**src/rtl/controle_varredura_servo_pkg.sv**
```systemverilog
// Shared definitions for the servo sweep controller: state encodings, position range, step rule.
// Latency: n/a (types, constants and a pure function only).
// Backpressure: n/a.
package controle_varredura_servo_pkg;

    typedef enum logic [2:0] {
        INICIAL   = 3'd0,
        POSICIONA = 3'd1,
        MEDE      = 3'd2,
        AGUARDA   = 3'd3,
        PROXIMA   = 3'd4
    } estado_t;

    localparam logic [2:0] POS_MIN = 3'd0;
    localparam logic [2:0] POS_MAX = 3'd7;

    // Next {sentido, posicao} of the triangle sweep. The direction flips while
    // stepping off an end stop, so each end position is visited once per pass.
    function automatic logic [3:0] avanca(input logic [2:0] pos, input logic sent);
        logic [3:0] r;
        if (sent) begin
            r = (pos == POS_MAX) ? {1'b0, POS_MAX - 3'd1} : {1'b1, pos + 3'd1};
        end else begin
            r = (pos == POS_MIN) ? {1'b1, POS_MIN + 3'd1} : {1'b0, pos - 3'd1};
        end
        return r;
    endfunction

endpackage

```
**src/rtl/controle_varredura_servo_contador.sv**
```systemverilog
// 32-bit up-counter with synchronous clear, count enable and terminal compare against a runtime limit.
// Latency: count updates one cycle after zera/conta; fim is combinational from the count register.
// Backpressure: none; conta simply holds the count when low.
//   clock, reset : clock and asynchronous active-low reset
//   zera, conta  : synchronous clear (wins over conta), count enable
//   limite       : terminal value; fim is high while the count equals it
module contador_m_sclr (
    input  logic        clock,
    input  logic        reset,
    input  logic        zera,
    input  logic        conta,
    input  logic [31:0] limite,
    output logic        fim
);

    logic [31:0] valor;

    always_ff @(posedge clock or negedge reset) begin
        if (!reset) begin
            valor <= '0;
        end else if (zera) begin
            valor <= '0;
        end else if (conta) begin
            valor <= valor + 32'd1;
        end
    end

    assign fim = (valor == limite);

endmodule

```
**src/rtl/controle_varredura_servo.sv**
```systemverilog
// Sweeps posicao 0..7..0, settles at each position, pulses medir, waits for fim_medida or a timeout.
// Latency: ligar sampled -> medir after ESPERA_POSICAO+1 cycles; step period ESPERA_POSICAO+3 with immediate fim_medida.
// Backpressure: none; fim_medida is only looked at in AGUARDA, ligar=0 aborts to INICIAL from any state.
//   clock, reset      : clock and asynchronous active-low reset
//   ligar, fim_medida : sweep enable (level), measurement done
//   posicao, sentido  : servo position code and sweep direction (1 = increasing)
//   medir, timeout    : one-cycle measurement request / missing-answer pulse
//   ativo, db_estado  : not idle, current state code
module controle_varredura_servo
    import controle_varredura_servo_pkg::*;
#(
    parameter int unsigned ESPERA_POSICAO = 25_000_000,
    parameter int unsigned TIMEOUT_MEDIDA = 5_000_000
) (
    input  logic       clock,
    input  logic       reset,
    input  logic       ligar,
    input  logic       fim_medida,
    output logic [2:0] posicao,
    output logic       sentido,
    output logic       medir,
    output logic       timeout,
    output logic       ativo,
    output logic [2:0] db_estado
);

    localparam logic [31:0] LIM_ESPERA  = 32'(ESPERA_POSICAO - 1);
    localparam logic [31:0] LIM_TIMEOUT = 32'(TIMEOUT_MEDIDA - 1);

    estado_t     estado, proximo;
    logic        zera, conta, fim_contagem, estourou;
    logic [31:0] limite;

    contador_m_sclr u_timer (
        .clock  (clock),
        .reset  (reset),
        .zera   (zera),
        .conta  (conta),
        .limite (limite),
        .fim    (fim_contagem)
    );

    // The counter is cleared on every state exit so it always enters the next
    // timed state at zero and never runs past its limit.
    always_comb begin
        proximo  = estado;
        zera     = 1'b0;
        conta    = 1'b0;
        limite   = LIM_ESPERA;
        estourou = 1'b0;
        case (estado)
            INICIAL: begin
                zera = 1'b1;
                if (ligar) proximo = POSICIONA;
            end
            POSICIONA: begin
                if (fim_contagem) begin
                    proximo = MEDE;
                    zera    = 1'b1;
                end else begin
                    conta = 1'b1;
                end
            end
            MEDE: begin
                zera    = 1'b1;
                proximo = AGUARDA;
            end
            AGUARDA: begin
                limite = LIM_TIMEOUT;
                if (fim_medida) begin
                    proximo = PROXIMA;
                    zera    = 1'b1;
                end else if (fim_contagem) begin
                    proximo  = PROXIMA;
                    zera     = 1'b1;
                    estourou = 1'b1;
                end else begin
                    conta = 1'b1;
                end
            end
            PROXIMA: begin
                zera    = 1'b1;
                proximo = POSICIONA;
            end
            default: begin
                zera    = 1'b1;
                proximo = INICIAL;
            end
        endcase
        if (!ligar && estado != INICIAL) begin
            proximo  = INICIAL;
            zera     = 1'b1;
            conta    = 1'b0;
            estourou = 1'b0;
        end
    end

    // Outputs come from their own flops, loaded from the next-state decode.
    always_ff @(posedge clock or negedge reset) begin
        if (!reset) begin
            estado    <= INICIAL;
            medir     <= 1'b0;
            timeout   <= 1'b0;
            ativo     <= 1'b0;
            db_estado <= 3'd0;
        end else begin
            estado    <= proximo;
            medir     <= (proximo == MEDE);
            timeout   <= estourou;
            ativo     <= (proximo != INICIAL);
            db_estado <= proximo;
        end
    end

    always_ff @(posedge clock or negedge reset) begin
        if (!reset) begin
            posicao <= POS_MIN;
            sentido <= 1'b1;
        end else if (proximo == INICIAL) begin
            posicao <= POS_MIN;
            sentido <= 1'b1;
        end else if (estado == PROXIMA) begin
            {sentido, posicao} <= avanca(posicao, sentido);
        end
    end

endmodule

```
**config.mk**
```make
export PLATFORM = sky130hd
export DESIGN_NAME = controle_varredura_servo
export DESIGN_NICKNAME = d
export VERILOG_FILES = /design/src/rtl/controle_varredura_servo_pkg.sv /design/src/rtl/controle_varredura_servo_contador.sv /design/src/rtl/controle_varredura_servo.sv
export SDC_FILE = /design/constraint.sdc
export NUM_CORES = 1
export LEC_CHECK = 0
export BUFFER_PORTS_ARGS = -buffer_cell sky130_fd_sc_hd__clkbuf_2
export CORE_AREA = 2 2 75 63
export DETAILED_ROUTE_END_ITERATION = 12
export DIE_AREA = 0 0 77 65
export PLACE_DENSITY_LB_ADDON = 0.2
export SLEW_MARGIN = 10
export SYNTH_ARGS = -nofsm -noshare
export SYNTH_HDL_FRONTEND = slang
export SYNTH_SLANG_ARGS = --single-unit
```
**constraint.sdc**
```tcl
create_clock -name clock -period 2.2 [get_ports clock]
set_clock_uncertainty 0.15 [all_clocks]
set_input_delay 0.11 -clock clock [delete_from_list [all_inputs] [get_ports clock]]
set_output_delay 0.11 -clock clock [all_outputs]
set_load 0.02 [all_outputs]
```
==> results of run 1 <==
[synthesized netlist by cell type (2+ instances only)]
| cell | count |
|---|---|
| dfrtp_1 | 41 |
| nor2_1 | 40 |
| xor2_1 | 22 |
| nand3_1 | 18 |
| nand2_1 | 13 |
| nand4_1 | 10 |
| inv_1 | 9 |
| xnor2_1 | 7 |
| o21ai_0 | 6 |
| ha_1 | 5 |
| and3_1 | 4 |
| and4_1 | 4 |
| nor4_1 | 4 |
| nor4b_1 | 4 |
| a21oi_1 | 3 |
| and2_1 | 3 |
| buf_6 | 3 |
| a211oi_1 | 2 |
| a221oi_1 | 2 |
| a31oi_1 | 2 |
| and2_0 | 2 |
| clkbuf_1 | 2 |
| nand2b_1 | 2 |
| nor3_1 | 2 |
| nor3b_1 | 2 |
| or3_1 | 2 |
[per-layer routing]
metal | track usage, % | up-vias
met5 | 0 | -
met2 | 30.3 | 29
met3 | 4.60 | 4
met4 | 8.48 | 0
met1 | 30.7 | 848
li1 | - | 881
[per-stage QoR]
| stage | std cells | util [%] | hold slack, ns | power (mW) |
|---|---|---|---|---|
| 6_report | 333 | 65.7 | 0.271 | 1.38 |
| 5_1_grt | 333 | 65.7 | 0.323 | 1.43 |
| 4_1_cts | 329 | 61.8 | 0.283 | 1.37 |
| 3_5_place_dp | 315 | 57.1 | 0.0645 | 0.853 |
| 3_3_place_gp | 315 | 57.1 | 0.0581 | 0.852 |
| 2_1_floorplan | 224 | - | -0.336 | 0.822 |
[sequential cells by signal, summed over array words and instances (netlist names)]
signal         flops
medir              1
estado             3
posicao            3
sentido            1
ativo              1
u_timer.valor     32
timeout            1
[worst paths after layout]
path	from	to	slack (ns)
setup / recovery	u_timer.valor[9]	u_timer.valor[18]	-0.0009
hold / removal	reset	posicao[0]	0.27
setup reg to reg	u_timer.valor[9]	u_timer.valor[18]	-0.0009
hold reg to reg	u_timer.valor[0]	u_timer.valor[0]	0.40
max in group asynchronous	reset	sentido	1.25
min in group clock	u_timer.valor[0]	u_timer.valor[0]	0.40
[cell families (layout without fill, tap and decap cells)]
kind of cell	Yosys count	after routing	synth area share, %
DFF	42	42	47.9
and+or+nand+nor	115	115	27.6
buffers and inverters	14	63	3.42
AOI/OAI and AO/OA	19	19	6.66
adders and majority gates	5	5	2.85
xor gates and xnor gates	29	29	11.6
[power groups by stage]
stage                     logic [mW]  registers, mW  clock network [mW]
after floorplan               0.0243          0.798                   0
after global placement        0.0586          0.794                   0
after detailed placement      0.0590          0.794                   0
after CTS                     0.0828          0.779               0.511
after global routing           0.106          0.780               0.540
final                         0.0973          0.779               0.499
[what timing repair did]
action | in CTS | in global routing
setup buffers | 2 | 3
pin swaps | 4 | 4
resized for setup | 3 | 38
hold endpoints to repair | 44 | 0
endpoints found under the setup margin | 33 | 37
cloned | 2 | 1
hold buffers | 3 | 0
[area by class of cell]
cell class                      count  area share (%)
Timing Repair Buffer               47            14.3
Sequential cell                    42            37.0
Clock buffer                        7            3.02
Inverter                            9            1.18
Tap cell                           60            2.63
Multi-Input combinational cell    168            41.9
[cell usage in the layout, fill, tap and decap left out, types with 3 or more instances in the layout]
cell type       n
nand3_1        18
nor2_4          6
dlygate4sd3_1   3
buf_6           3
nand2_1        13
nor2_1         16
inv_1           9
dfrtp_2         3
and3_1          4
clkbuf_8        6
dfrtp_1        38
and2_1          3
buf_4          24
clkbuf_2       13
ha_1            5
and4_1          4
xnor2_1         7
nor4b_1         4
nand4_1        10
xor2_1         22
o21ai_0         6
nor2_2         18
[worst register-to-register path: cells and delay by family, from the launching register on]
kind	cells	cell delay, ns
simple gates	3	0.73
compound gates	2	0.52
flops	1	0.37
buf+inv	2	0.32
==> metrics, run 1 <==
Power Dens Cells 482 nW/um^2; number of I/O port buffers 13; met2 WL roughly 2200 um; global-route wire length before repair about 8100 um; sequential area share after synthesis about 48%; Synth Register Bits 42; DR pass1 iterations 4; worst slack, placed -0.00816 ns; post-synth top area cell dfrtp_1; row count 22; combinational share of power a little over 7%; Leak 1.20 nW; CP peak stage delay around 0.5 ns; Synth top area share between 40% and 50%; EDFF count, synth 0; Sw Share a little under a quarter; Top Metal Used met4; Num CTS Buffers 5; fillers roughly 380; core area between 4000 and 5000 sq um; wirelength, routed just under 5000 um; unique cell type count in the Yosys netlist 36; Crit-path slowest cell or4_4; antenna cells 0; CTS clk-pin slew, worst paths ~0.080 ns; ys async rst share 100%; Main synth FF type dfrtp_1; synth warn 0; worst reg-to-reg path cell count 7; actual slew at the worst max-slew pin ~0.6 ns; Mean Syn Cell Area 9.81 sq um; P_int 1.07 mW; largest net degree at the start of global routing 43; fin crit share 100%; I/O pins 14; WS Path Type flop to flop; Die W around 77 um; post-route met1 wirelength roughly 2600 um; area of the multi-input gates 1200 sq um; number of global-route vias before repair 1645; GRT Total Usage between 20% and 30%; failing checks negative setup slack; HPWL after DPL about 3100 um; status finished with violations; # H-tree levels 2; vias per std cell around 5.3; critical path depth 7; Max Cap Violations 0; Starting Density just over 50%; Largest delay share family, worst path simple AND/OR/NAND/NOR gates; final instance area 2860 sq um; Worst Path Max Fanout 8; TritonCTS clock tree done; sequential share of power between 50 and 60%; Die ar. ~5000 sq um; DRC Markers 0; Max-slew headroom around 61%; placed cell area between 2000 and 2500 sq um; Hold Crit Class input port to asynchronous set/reset pin; Switch Pwr just over 300 uW; setup tns final -0.000914 ns; Area Overhead vs Synth 30.0%; Tmin final between 2 and 2.5 ns; Routed wire per std cell 14.9 um; clk sinks 42; Worst setup SP type flop; FMAX between 400 and 500 MHz; Area contributors post-synth dfrtp_1, xor2_1, nor2_1; clock share of power a little over a third; Vias ~1800; RSZ-0062 raised after global routing yes; Routed Antenna Nets 0; final worst slack -0.000914 ns; Cells after Synth 224; critical path endpoint category flop; FF/Latch Area 1060 sq um; Slew Viols, Final 0; crit-path cells nand4bb_1 > or4_4 > a2111oi_4 > a2111o_1 > buf_6 > buf_12 > nor2_2; layout cells sized above 1 approximately a third; initial antenna violation count 0; crit path DAT 2.23 ns; metal3 WL roughly 170 um; syn_nets roughly 230; grt ovf 0; clock buffer depth 2; Worst VDD drop 411 uV; worst skew pair latency ~0.30 ns; drt initial violations 88; gpl congestion between 0.8 and 0.9; Critical Path RT between 2 and 2.5 ns; clock root cell clkbuf_8; chip height between 60 and 70 um; synthesized cell area about 2200 sq um; # setup viols final 1; final net count 282; Hold Fails Final Rpt 0; CP Buf/Inv Count 2
Power figures use the tool's default switching activity.
==> run 2: changes to the inputs <==
Settings changed: CORE_AREA 2 2 75 63 to 2 2 86 72, DIE_AREA 0 0 77 65 to 0 0 88 74, SYNTH_HIERARCHICAL set to 1.
==> run 2 against run 1 <==
Net effect: the run still ends with negative setup slack left; worst setup slack lost 1.1 ns; non-clock buffer count grew 38; register-to-register slack lost 1.1 ns; wire length grew 48%; largest cell class unchanged; largest power group unchanged; highest routed layer unchanged.
==> metrics, run 2 <==
crit-path cells and2b_2 > nand2_4 > buf_4 > xor2_1 > nor4_1 > nand4_1 > nor2_2 > a21oi_2 > nand3_2 > buf_6 > o2111ai_4 > or3_4 > buf_6 > nor4_4 > mux2_4 (was nand4bb_1 > or4_4 > a2111oi_4 > a2111o_1 > buf_6 > buf_12 > nor2_2); largest net degree at the start of global routing 40 (was 43); Hold Crit Class input port to flop (was input port to asynchronous set/reset pin); Cells after Synth 289 (was 224); Final Core Density 69.4% (was 65.7%); fin crit share 151% (was 100%); cell with the most instances after synthesis dfrtp_1 (unchanged); Synth Register Bits 42 (unchanged); EDFF count, synth 0 (unchanged); ys async rst share 100% (unchanged); chip height 74 um (was 65 um); synth warn 6 (was 0); Power Dens Cells 364 nW/um^2 (was 482 nW/um^2); Routed wire per std cell 15.6 um (was 14.9 um); synthesized cell area 2740 sq um (was 2200 sq um); HPWL after DPL 4690 um (was 3110 um); largest registers ranked by flip-flop count u_timer/valor x32, estado x3, posicao x3 (was u_timer.valor x32, estado x3, posicao x3); clk sinks 42 (unchanged); WS Path Type flop to flop (unchanged); placed cell area 3370 sq um (was 2480 sq um); TritonCTS clock tree done (unchanged); number of I/O port buffers 13 (unchanged); # setup viols final 33 (was 1); crit path DAT 3.37 ns (was 2.23 ns); Max Cap Violations 0 (unchanged); Mean Syn Cell Area 9.47 sq um (was 9.81 sq um); Tmin final 3.33 ns (was 2.20 ns); sequential area share after synthesis 38.5% (was 47.9%); CTS clk-pin slew, worst paths 0.08 ns (about the same); failing checks negative setup slack (unchanged); Worst Path Max Fanout 8 (unchanged); final hold slack 0.0504 ns (was 0.271 ns); status finished with violations (unchanged); DR pass1 iterations 4 (unchanged); CP peak stage delay 0.51 ns (was 0.50 ns); drt initial violations 192 (was 88); critical path endpoint category flop (unchanged); worst skew pair latency 0.30 ns (about the same); global-route wire length before repair 11600 um (was 8110 um); non-filler instance count after layout 469 (was 333); vias per std cell 5.20 (was 5.29); commonest non-fill, non-tap cell in the layout buf_4 (was dfrtp_1); final worst slack -1.13 ns (was -0.000914 ns); commonest non-fill, non-tap cells in the layout buf_4, dfrtp_1, xor2_1 (was dfrtp_1, buf_4, xor2_1); gpl congestion 0.839 (was 0.895); Vias 2441 (was 1762); Hold Fails Final Rpt 0 (unchanged); clock buffer depth 2 (unchanged); Slew Viols, Final 0 (unchanged); fillers 421 (was 383); Max-slew headroom 43.6% (was 60.9%); CP Buf/Inv Count 3 (was 2); Critical Path RT 2.24 ns (was 2.23 ns); Die ar. 6510 sq um (was 5010 sq um); Starting Density 48.3% (was 50.5%); Main synth FF type dfrtp_1 (unchanged); layout cells sized above 1 41.5% (was 31.5%); clock root cell clkbuf_8 (unchanged); final instance area 3930 sq um (was 2860 sq um); row count 25 (was 22); Worst setup SP type flop (unchanged); antenna cells 0 (unchanged); wirelength, routed 7330 um (was 4960 um); initial antenna violation count 0 (unchanged); Worst VDD drop 210 uV (was 411 uV); RSZ-0062 raised after global routing yes (unchanged); # H-tree levels 2 (unchanged); final net count 396 (was 282); grt ovf 0 (unchanged); unique cell type count in the Yosys netlist 51 (was 36); Die W 88 um (was 77 um); I/O pins 14 (unchanged); GRT Total Usage 23.8% (was 21.0%); Num CTS Buffers 5 (unchanged); Routed Antenna Nets 0 (unchanged); Area contributors post-synth dfrtp_1, xor2_1, mux2_2 (was dfrtp_1, xor2_1, nor2_1); core area 5660 sq um (was 4350 sq um); Area Overhead vs Synth 43.6% (was 30.0%); Synth top area share 37.5% (was 46.7%); commonest cells in the netlist dfrtp_1, xor2_1, nor2_1, a21oi_1, nor4_1 (was dfrtp_1, nor2_1, xor2_1, nand3_1, nand2_1); Largest register FFs 32 (unchanged); Largest delay share family, worst path simple AND/OR/NAND/NOR gates (unchanged); Largest Register u_timer/valor (was u_timer.valor); actual slew at the worst max-slew pin 0.846 ns (was 0.583 ns); DRC Markers 0 (unchanged); Crit path top cell by count buf_6; placed insts 445 (was 315); Leak 1.91 nW (was 1.20 nW); FMAX 300 MHz (was 454 MHz); number of global-route vias before repair 2344 (was 1645); Crit-path slowest cell or3_4 (was or4_4); post-synth top area cell dfrtp_1 (unchanged)
[run 2: stage by stage]
stage	setup slack, ns	TNS (ns)	total power, mW
final	-1.13	-28.63	1.43
after global routing	-1.29	-34.63	1.50
after CTS	-1.04	-24.87	1.45
after detailed placement	-1.16	-26.40	0.896
after floorplan	-1.11	-24.32	0.853
after global placement	-1.03	-23.25	0.894
[run 2: area by class of cell]
type	count	area, sq um	area share [%]
repair buffers	85	652	16.6
clock inverters	1	5.00	0.127
inverters	11	46.3	1.18
well taps	81	101	2.58
multi-input cells	242	1980	50.5
flip-flops and latches	42	1050	26.8
clock buffers	7	86.3	2.20
[run 2: report_power, final]
part / switching [mW] / internal [mW] / total, mW
logic: 0.0793 / 0.0439 / 0.123
clock network: 0.279 / 0.254 / 0.533
registers: 0.00108 / 0.774 / 0.775
total: 0.360 / 1.07 / 1.43
[run 2: logic make-up (layout without fill, tap and decap cells)]
| logic type | count (synthesis) | count (layout) | share of synthesized area [%] |
|---|---|---|---|
| AOI/OAI and AO/OA | 38 | 38 | 8.69 |
| xor gates and xnor gates | 41 | 41 | 13.1 |
| adders and majority gates | 5 | 5 | 2.29 |
| buffers and inverters | 28 | 104 | 5.67 |
| DFF | 42 | 42 | 38.5 |
| muxes | 13 | 13 | 5.30 |
| other | 2 | 24 | 0.274 |
| and+or+nand+nor | 120 | 121 | 26.2 |
[run 2: repair_timing]
| item | 4_1_cts | 5_1_grt |
|---|---|---|
| hold endpoints to repair | 30 | 0 |
| buffers inserted | 9 | 8 |
| resized for setup | 29 | 43 |
| gates cloned | 1 | 0 |
| hold buffers | 2 | 0 |
| setup endpoints to repair | 33 | 36 |
| pin swaps | 10 | 22 |
[run 2: final timing paths]
kind	startpoint	endpoint	slack, ns	cells after the start
max	estado[2]	u_timer/valor[25]	-1.13	15
min	ligar	timeout	0.05	4
max reg2reg	estado[2]	u_timer/valor[25]	-1.13	15
min reg2reg	posicao[0]	posicao[0]	0.40	1
max in group asynchronous	reset	u_timer/valor[27]	0.98	3
min in group asynchronous	reset	u_timer/valor[3]	0.29	2
[run 2: worst register-to-register path, cell delays in order, from the launching register on]
cell and delay [ns]:
dfrtp_2 0.40, and2b_2 0.24, nand2_4 0.10, buf_4 0.15
xor2_1 0.13, nor4_1 0.20, nand4_1 0.15, nor2_2 0.16
a21oi_2 0.05, nand3_2 0.10, buf_6 0.11, o2111ai_4 0.13
or3_4 0.51, buf_6 0.16, nor4_4 0.14, mux2_4 0.32
[run 2: routing by layer]
metal  vias to the layer above  track usage, %  wire, um
li1                       1203               -         -
met1                      1195            33.0      3470
met2                        31            36.8      3500
met3                        12            4.99       203
met4                         0            9.23       154
met5                         -               0         0
==> run 3: changes to the inputs <==
Settings changed: GPL_TIMING_DRIVEN set to 0, HOLD_SLACK_MARGIN set to 0.06.
==> run 3 against run 2 <==
Net effect: die area unchanged; worst hold slack improved by 0.048 ns; largest cell class unchanged; cell area decreased by 2.5%; the run still ends with negative setup slack left; core utilization decreased by 1.7 points.
==> metrics, run 3 (synthesis results as in run 2) <==
CP Buf/Inv Count 3 (unchanged); Power Dens Cells 362 nW/um^2 (was 364 nW/um^2); r2r endpoint u_timer/valor[16] (was u_timer/valor[25]); Hold Fails Final Rpt 0 (unchanged); GRT Total Usage 24.1% (was 23.8%); worst reg-to-reg path cell count 15 (unchanged); # H-tree levels 2 (unchanged); CP peak stage delay 0.45 ns (was 0.51 ns); placed insts 405 (was 445); Leak 1.81 nW (was 1.91 nW); FMAX 291 MHz (was 300 MHz); wirelength, routed 7340 um (was 7330 um); clock root cell clkbuf_8 (unchanged); failing checks negative setup slack (unchanged); grt ovf 0 (unchanged); fin crit share 156% (was 151%); commonest non-fill, non-tap cells in the layout dfrtp_1, xor2_1, conb_1 (was buf_4, dfrtp_1, xor2_1); global-route wire length before repair 11900 um (was 11600 um); final worst slack -1.23 ns (was -1.13 ns); WS Path Type flop to flop (unchanged); final net count 377 (was 396); Largest register FFs 32 (unchanged); Worst setup SP type flop (unchanged); R2R Path Start estado[2] (unchanged); final hold slack 0.0981 ns (was 0.0504 ns); I/O pins 14 (unchanged); CTS clk-pin slew, worst paths 0.08 ns (about the same); HPWL after DPL 4270 um (was 4690 um); vias per std cell 5.44 (was 5.20); Max-slew headroom 29.4% (was 43.6%); Die W 88 um (unchanged); DRC Markers 0 (unchanged); number of I/O port buffers 13 (unchanged); non-filler instance count after layout 449 (was 469); Worst Path Max Fanout 7 (was 8); number of global-route vias before repair 2371 (was 2344); status finished with violations (unchanged); Crit path top cell by count buf_6 (unchanged); Max Cap Violations 0 (unchanged); Tmin final 3.43 ns (was 3.33 ns); core area 5660 sq um (unchanged); row count 25 (unchanged); RSZ-0062 raised after global routing yes (unchanged); crit path launch estado[2] (unchanged); largest registers ranked by flip-flop count u_timer/valor x32, estado x3, posicao x3 (unchanged); Worst VDD drop 296 uV (was 210 uV); clock buffer depth 2 (unchanged); chip height 74 um (unchanged); Routed wire per std cell 16.3 um (was 15.6 um); crit-path cells and2b_2 > nand2_4 > buf_6 > xor2_1 > nor4_1 > nand4_1 > nor2_4 > a21oi_4 > nand3_2 > buf_6 > o2111ai_4 > or3_4 > bufbuf_16 > or3_1 > a21oi_1 (was and2b_2 > nand2_4 > buf_4 > xor2_1 > nor4_1 > nand4_1 > nor2_2 > a21oi_2 > nand3_2 > buf_6 > o2111ai_4 > or3_4 > buf_6 > nor4_4 > mux2_4); DR pass1 iterations 5 (was 4); worst skew pair latency 0.29 ns (was 0.30 ns); Routed Antenna Nets 0 (unchanged); largest net degree at the start of global routing 43 (was 40); clk sinks 42 (unchanged); commonest non-fill, non-tap cell in the layout dfrtp_1 (was buf_4); TritonCTS clock tree done (unchanged); Largest delay share family, worst path simple AND/OR/NAND/NOR gates (unchanged); Num CTS Buffers 5 (unchanged); Starting Density 48.3% (unchanged); critical path endpoint category flop (unchanged); Crit-path slowest cell or3_4 (unchanged); Area Overhead vs Synth 40.0% (was 43.6%); actual slew at the worst max-slew pin 1.06 ns (was 0.846 ns); Worst R2R Setup Slack -1.23 ns (was -1.13 ns); initial antenna violation count 0 (unchanged); gpl congestion 0.877 (was 0.839); drt initial violations 106 (was 192); antenna cells 0 (unchanged); layout cells sized above 1 34.0% (was 41.5%); Largest Register u_timer/valor (unchanged); Hold Crit Class input port to asynchronous set/reset pin (was input port to flop); # setup viols final 37 (was 33); Critical Path RT 2.27 ns (was 2.24 ns); Vias 2441 (unchanged); crit path DAT 3.50 ns (was 3.37 ns); Slew Viols, Final 0 (unchanged); Die ar. 6510 sq um (unchanged)
## run 3: changes by cell type in the layout (fill, tap and decap cells not counted), sizes merged
cell / change
or3: -1
clkinv: +1
buf: -31
bufbuf: +1
dlygate4sd3: +1
clkbuf: +9
## run 3: layer usage
layer  global-route usage [%]  up-vias  routed length, um
li1                         -     1159                  -
met1                     32.6     1220               3340
met2                     39.4       48               3580
met3                     4.55       14                247
met4                     7.86        0                172
met5                        0        -                  0
## run 3: timing repair
| action | CTS | global route |
|---|---|---|
| hold buffers | 3 | 0 |
| cloned | 1 | 1 |
| setup endpoints to repair | 34 | 37 |
| buffers inserted | 28 | 5 |
| endpoints found under the hold margin | 48 | 0 |
| gates resized for setup | 51 | 20 |
| pin swaps | 18 | 12 |
## run 3: worst max-delay path by stage
stage               cells after the start                 to  slack (ns)
finish                                 15  u_timer/valor[16]       -1.23
global route                           15  u_timer/valor[16]       -1.39
CTS                                    15  u_timer/valor[26]       -1.21
detailed placement                     15  u_timer/valor[31]       -1.57
floorplan                              14  u_timer/valor[27]       -1.11
global placement                       14  u_timer/valor[31]       -1.52
## run 3: cell type report
cell class              count  area [sq um]
fillers                   407          1830
well taps                  81           101
clock buffers               5          68.8
inverters                  11          43.8
repair buffers             51           454
flip-flops and latches     42          1060
multi-input cells         241          1930
clock inverters             2          10.0
plain buffers              16           165
## run 3: per-stage QoR
stage                     util [%]  instance area (sq um)  worst slack (ns)  setup TNS, ns  total power [mW]
after global routing          67.7                   3830             -1.39         -37.65              1.45
after detailed placement      54.4                   3080             -1.57         -35.09             0.889
after floorplan                  -                   2910             -1.11         -24.32             0.853
after CTS                     65.2                   3690             -1.21         -31.63              1.38
final                         67.7                   3830             -1.23         -31.97              1.39
after global placement        54.4                   3080             -1.52         -34.44             0.889
## run 3: power breakdown
| part | internal (mW) | switching, mW | total, mW | leakage, nW |
|---|---|---|---|---|
| clock network | 0.213 | 0.261 | 0.474 | 0.0438 |
| logic | 0.0555 | 0.0814 | 0.137 | 1.19 |
| registers | 0.774 | 0.00224 | 0.776 | 0.574 |
## run 3: worst reg2reg max path, stage by stage, from the launching register on
cell	delay [ns]
dfrtp_2	0.40
and2b_2	0.25
nand2_4	0.11
buf_6	0.15
xor2_1	0.13
nor4_1	0.22
nand4_1	0.22
nor2_4	0.19
a21oi_4	0.05
nand3_2	0.08
buf_6	0.13
o2111ai_4	0.12
or3_4	0.45
bufbuf_16	0.28
or3_1	0.33
a21oi_1	0.12
